===== config.mk =====
export PLATFORM = sky130hd
export DESIGN_NAME = bcd_mod_counter
export DESIGN_NICKNAME = d
export VERILOG_FILES = /design/src/rtl/bcd_mod_counter.sv
export SDC_FILE = /design/constraint.sdc
export NUM_CORES = 1
export LEC_CHECK = 0
export CAP_MARGIN = 15
export CORE_MARGIN = 4
export CORE_UTILIZATION = 44
export DETAILED_ROUTE_END_ITERATION = 6
export PLACE_DENSITY = 0.81
export SYNTH_ARGS = -nofsm -noshare
export SYNTH_HDL_FRONTEND = slang
export SYNTH_SLANG_ARGS = --single-unit

===== constraint.sdc =====
create_clock -name clk_i -period 3.1 [get_ports clk_i]
set_input_delay 0.465 -clock clk_i [delete_from_list [all_inputs] [get_ports clk_i]]
set_output_delay 0.465 -clock clk_i [all_outputs]
set_load 0.01 [all_outputs]

===== src/rtl/bcd_mod_counter.sv =====
// Parametrised cascadable BCD counter with range-checked preset, time-setting adjust
// and terminal-count carry. Down-counting with borrow is built only when BCD_CNT_DOWN_EN is defined.
module bcd_mod_counter #(
    parameter int unsigned DIGITS  = 2,
    parameter int unsigned MODULUS = 60,
    parameter int unsigned RST_VAL = 0
) (
    input  logic                  clk_i,
    input  logic                  rst_i,
    input  logic                  en_i,
    input  logic                  adj_i,
    input  logic                  dir_i,
    input  logic                  load_i,
    input  logic [4*DIGITS-1:0]   din_i,
    output logic [4*DIGITS-1:0]   dout_o,
    output logic                  co_o,
    output logic                  load_err_o
);

    localparam int unsigned W = 4 * DIGITS;

    // Elaboration-time sanity checks on the parameter set.
    if (DIGITS < 1 || DIGITS > 4) begin : g_bad_digits
        $error("bcd_mod_counter: DIGITS must be in 1..4");
    end
    if (MODULUS < 2 || MODULUS > 10 ** DIGITS) begin : g_bad_modulus
        $error("bcd_mod_counter: MODULUS must be in 2..10**DIGITS");
    end
    if (RST_VAL >= MODULUS) begin : g_bad_rst_val
        $error("bcd_mod_counter: RST_VAL must be below MODULUS");
    end

    function automatic logic [W-1:0] to_bcd(input int unsigned value);
        logic [W-1:0] r;
        int unsigned  v;
        r = '0;
        v = value;
        for (int i = 0; i < int'(DIGITS); i++) begin
            r[4*i +: 4] = 4'(v % 10);
            v           = v / 10;
        end
        return r;
    endfunction

    function automatic logic [W-1:0] bcd_inc(input logic [W-1:0] v);
        logic [W-1:0] r;
        logic         carry;
        r     = v;
        carry = 1'b1;
        for (int i = 0; i < int'(DIGITS); i++) begin
            if (carry) begin
                if (v[4*i +: 4] == 4'd9) begin
                    r[4*i +: 4] = 4'd0;
                end else begin
                    r[4*i +: 4] = v[4*i +: 4] + 4'd1;
                    carry       = 1'b0;
                end
            end
        end
        return r;
    endfunction

    localparam logic [W-1:0] RST_BCD = to_bcd(RST_VAL);
    localparam logic [W-1:0] MAX_BCD = to_bcd(MODULUS - 1);

    logic [W-1:0] dout_q, dout_d;
    logic         load_err_q, load_err_d;
    logic         down_c;
    logic         term_c;
    logic         din_ok_c;
    logic [W-1:0] up_c;
    logic [W-1:0] step_c;

    // For well-formed BCD, packed-nibble unsigned order equals decimal order.
    always_comb begin
        din_ok_c = (din_i <= MAX_BCD);
        for (int i = 0; i < int'(DIGITS); i++) begin
            if (din_i[4*i +: 4] > 4'd9) begin
                din_ok_c = 1'b0;
            end
        end
    end

    assign up_c = (dout_q == MAX_BCD) ? '0 : bcd_inc(dout_q);

`ifdef BCD_CNT_DOWN_EN
    function automatic logic [W-1:0] bcd_dec(input logic [W-1:0] v);
        logic [W-1:0] r;
        logic         borrow;
        r      = v;
        borrow = 1'b1;
        for (int i = 0; i < int'(DIGITS); i++) begin
            if (borrow) begin
                if (v[4*i +: 4] == 4'd0) begin
                    r[4*i +: 4] = 4'd9;
                end else begin
                    r[4*i +: 4] = v[4*i +: 4] - 4'd1;
                    borrow      = 1'b0;
                end
            end
        end
        return r;
    endfunction

    logic [W-1:0] dn_c;

    assign down_c = dir_i;
    assign dn_c   = (dout_q == '0) ? MAX_BCD : bcd_dec(dout_q);
    assign step_c = down_c ? dn_c : up_c;
    assign term_c = down_c ? (dout_q == '0) : (dout_q == MAX_BCD);
`else
    logic dir_unused;

    assign dir_unused = dir_i;
    assign down_c     = 1'b0;
    assign step_c     = up_c;
    assign term_c     = (dout_q == MAX_BCD);
`endif

    // Next state: load beats adjust beats enable; reset is applied in the register.
    always_comb begin
        dout_d     = dout_q;
        load_err_d = load_err_q;
        if (load_i) begin
            if (din_ok_c) begin
                dout_d     = din_i;
                load_err_d = 1'b0;
            end else begin
                dout_d     = '0;
                load_err_d = 1'b1;
            end
        end else if (adj_i || en_i) begin
            dout_d = step_c;
        end
    end

    always_ff @(posedge clk_i) begin
        if (rst_i) begin
            dout_q     <= RST_BCD;
            load_err_q <= 1'b0;
        end else begin
            dout_q     <= dout_d;
            load_err_q <= load_err_d;
        end
    end

    // Carry is combinational so a cascaded stage steps on the same edge as this wrap.
    assign co_o       = en_i & ~adj_i & ~load_i & ~rst_i & term_c;
    assign dout_o     = dout_q;
    assign load_err_o = load_err_q;

endmodule


==> flow_summary_export.csv <==
group,metric,value,unit
pwr,power_density,349.3,mW/mm^2
timing,setup-tns-final,0,ps
detailed_routing,vias,632,
clock_network,clk_pin_slew,60,ps
clock_network,cts_setup_buffers,0,
run,drv_cap,0,
setup_path,setup.worst_path.class,"reg2out",
synth,synthesis.nets,91,
setup_path,slowest_stage,"clkdlybuf4s50_1",
hold_path,hp-start,"load_err_o",
synth,synth_common_cells,"dfxtp_1 (9), a211oi_1 (6), inv_1 (6), nand2_1 (6), nor2_1 (5)",
pwr,irDropWorstVdd,0.2410,mV
setup_path,cpLargestDelayFamily,"simple AND/OR/NAND/NOR gates",
cells_and_area,final_area,863.3,sq um
timing,finalCritPeriodShare,79.37,%
setup_path,reg2reg_from,"dout_o[1]",
floorplanning,die_area,0.002044,sq mm
cells_and_area,antennaDiodeCount,0,
cells_and_area,seq_area,180.2,sq um
timing,fin_skew,1.228,ps
detailed_routing,drc,0,
clock_network,cts_tree,"yes",
pwr,intPower,0.2151,mW
hold_path,hold-path-cell-count,2,
setup_path,rr_worst_depth,6,
timing,hold_violations,0,
global_routing,grt_max_degree,10,
global_routing,overflow,0,
setup_path,path_max_fanout,7,
synth,syn_area,609.3,sq um
clock_network,htreeDepth,1,
setup_path,arrival,2000,ps
detailed_routing,detail_route.wl_per_cell,14.23,microns
clock_network,ctsHoldBuffers,0,
cells_and_area,nFillCells,116,
setup_path,worst-path-buf-inv,1,
placed_design,io_buffers,22,
synth,synth_top_cells_by_area,"dfxtp_1 (30%), ha_1 (8.2%), a211oi_1 (7.4%)",
setup_path,start_kind,"register",
pwr,swShare,28.66,%
timing,setup_viol,0,
pwr,cellLeakagePower,0.3328,nW
cells_and_area,layout.cells.non_filler,111,
clock_network,cts_resized,0,
synth,synth_edf_count,0,
placed_design,routabilityCongestion,0.8048,
setup_path,worstPathCellList,"ha_1 > and3b_1 > and4b_1 > clkdlybuf4s50_1",
setup_path,crit_start,"dout_o[0]",
clock_network,clock_path_buffers,2,
timing,whs,497.3,ps
cells_and_area,drive_above_1_share,8.333,%
detailed_routing,drtIter0Drc,12,
timing,final_max_slew_viol_count,0,
placed_design,dp_cells,107,
detailed_routing,viasPerCell,5.694,
cells_and_area,area_delta_synth_final,41.68,%
pwr,p_sw,0.08643,mW
synth,yosys_warnings,0,
synth,yosys.area.top_type,"dfxtp_1",
pwr,p_clk_share,30.9,%
setup_path,cp.required,2630,ps
floorplanning,core_area,0.001301,sq mm
timing,rsz0062_at_grt,"no",
global_routing,track_usage,17.77,%
hold_path,hold_class,"reg2reg",
clock_network,cts_buffers,3,
detailed_routing,finalWirelength,1579,microns
synth,synth_seq_cells,9,
synth,synth-main-ff-cell,"dfxtp_1",
synth,yosysSeqAreaShare,29.57,%
global_routing,grt_pass1_vias,614,
global_routing,grt_antenna_before_repair,0,
setup_path,max_stage_delay,530,ps
cells_and_area,nNetsFinal,115,
floorplanning,die_y,45.22,microns
synth,synth.most_common_cell,"dfxtp_1",
global_routing,grt_pass1_wl,2615,microns
synth,syn_avg_cell_area,8.347,sq um
synth,synth_cells,73,
timing,timing.fmax,406.4,MHz
pwr,power_frac_seq,44.3,%
floorplanning,dieWidth,45.22,microns
placed_design,place_area,837.1,sq um
floorplanning,ios,24,
synth,synth_cell_types,31,
cells_and_area,multi_input_area,380.4,sq um
synth,async_flop_share,0,%
detailed_routing,ant_nets,0,
clock_network,clk_latency,260,ps
timing,slew_headroom,54.98,%
setup_path,endpoint_kind,"primary output",
synth,synth_top_area_share,29.57,%
clock_network,cts-root-buf,"clkbuf_4",
setup_path,cp.depth,4,
cells_and_area,post-route-util,66.35,%
floorplanning,placementRows,13,
detailed_routing,drt_pre_antenna_iters,4,
floorplanning,start_util,46.83,%
timing,period_minus_slack,2461,ps
outcome,outcome,"finished clean",
clock_network,clock-sinks,9,
placed_design,dp_hpwl,1156,microns
timing,worstMarginPinSlew,675.4,ps
pwr,p_comb_share,24.8,%
final timing paths:
path	end	slack [ps]
hold reg to reg	load_err_o	500
setup reg to reg	dout_o[2]	1070
hold / removal	load_err_o	500
setup / recovery	co_o	640
registers in the layout, summed over array words and instances (netlist names):
register,count
dout_o,8
load_err_o,1
power by group through the flow:
stage                     Sequential, mW  Clock [mW]  Combinational (mW)
final                              0.134      0.0932              0.0746
after global placement             0.136           0              0.0724
after detailed placement           0.136           0              0.0734
after CTS                          0.134      0.0948              0.0743
after global routing               0.136       0.103              0.0809
after floorplan                    0.137           0              0.0329
cells by family after synthesis:
logic type | count (synthesis) | share of synthesized area [%]
compound gates | 18 | 25.05
buf+inv | 11 | 8.007
flops | 9 | 29.57
fa+ha+maj | 4 | 8.214
xor+xnor | 1 | 1.438
simple gates | 30 | 27.72
layer usage:
| layer | vias up | routed length, microns | global-route usage (%) |
|---|---|---|---|
| li1 | 319 | - | - |
| met1 | 291 | 748 | 22.12 |
| met2 | 20 | 737 | 26.84 |
| met3 | 2 | 74 | 4.781 |
| met4 | 0 | 19 | 11.11 |
| met5 | - | 0 | 0 |
cell usage in the layout, fill, tap and decap left out, types with 3 or more instances in the layout:
cell type         n
ha_1              4
nor3_1            3
clkbuf_4          3
dfxtp_1           9
nand3_1           4
nand2_1           6
inv_1             6
nor2_1            5
a211oi_1          6
clkdlybuf4s50_1  22
a221oi_1          3
area by class of cell:
type                    count  share of cell area, %
repair buffers             24                  27.25
clock buffers               4                  3.043
well taps                  15                  2.174
inverters                   6                  2.609
multi-input cells          53                  44.06
flip-flops and latches      9                  20.87
through the flow:
stage	setup WS, ps	power [mW]
2_1_floorplan	1186	0.1701
3_3_place_gp	740.8	0.2080
3_5_place_dp	720.2	0.2096
4_1_cts	633.2	0.3028
5_1_grt	504.3	0.3193
6_report	639.4	0.3016
worst min-delay path, cell delays in order, from the launching register on:
cell	delay [ps]
dfxtp_1	310
nor2_1	100
nor3_1	50
Power figures use the tool's default switching activity.
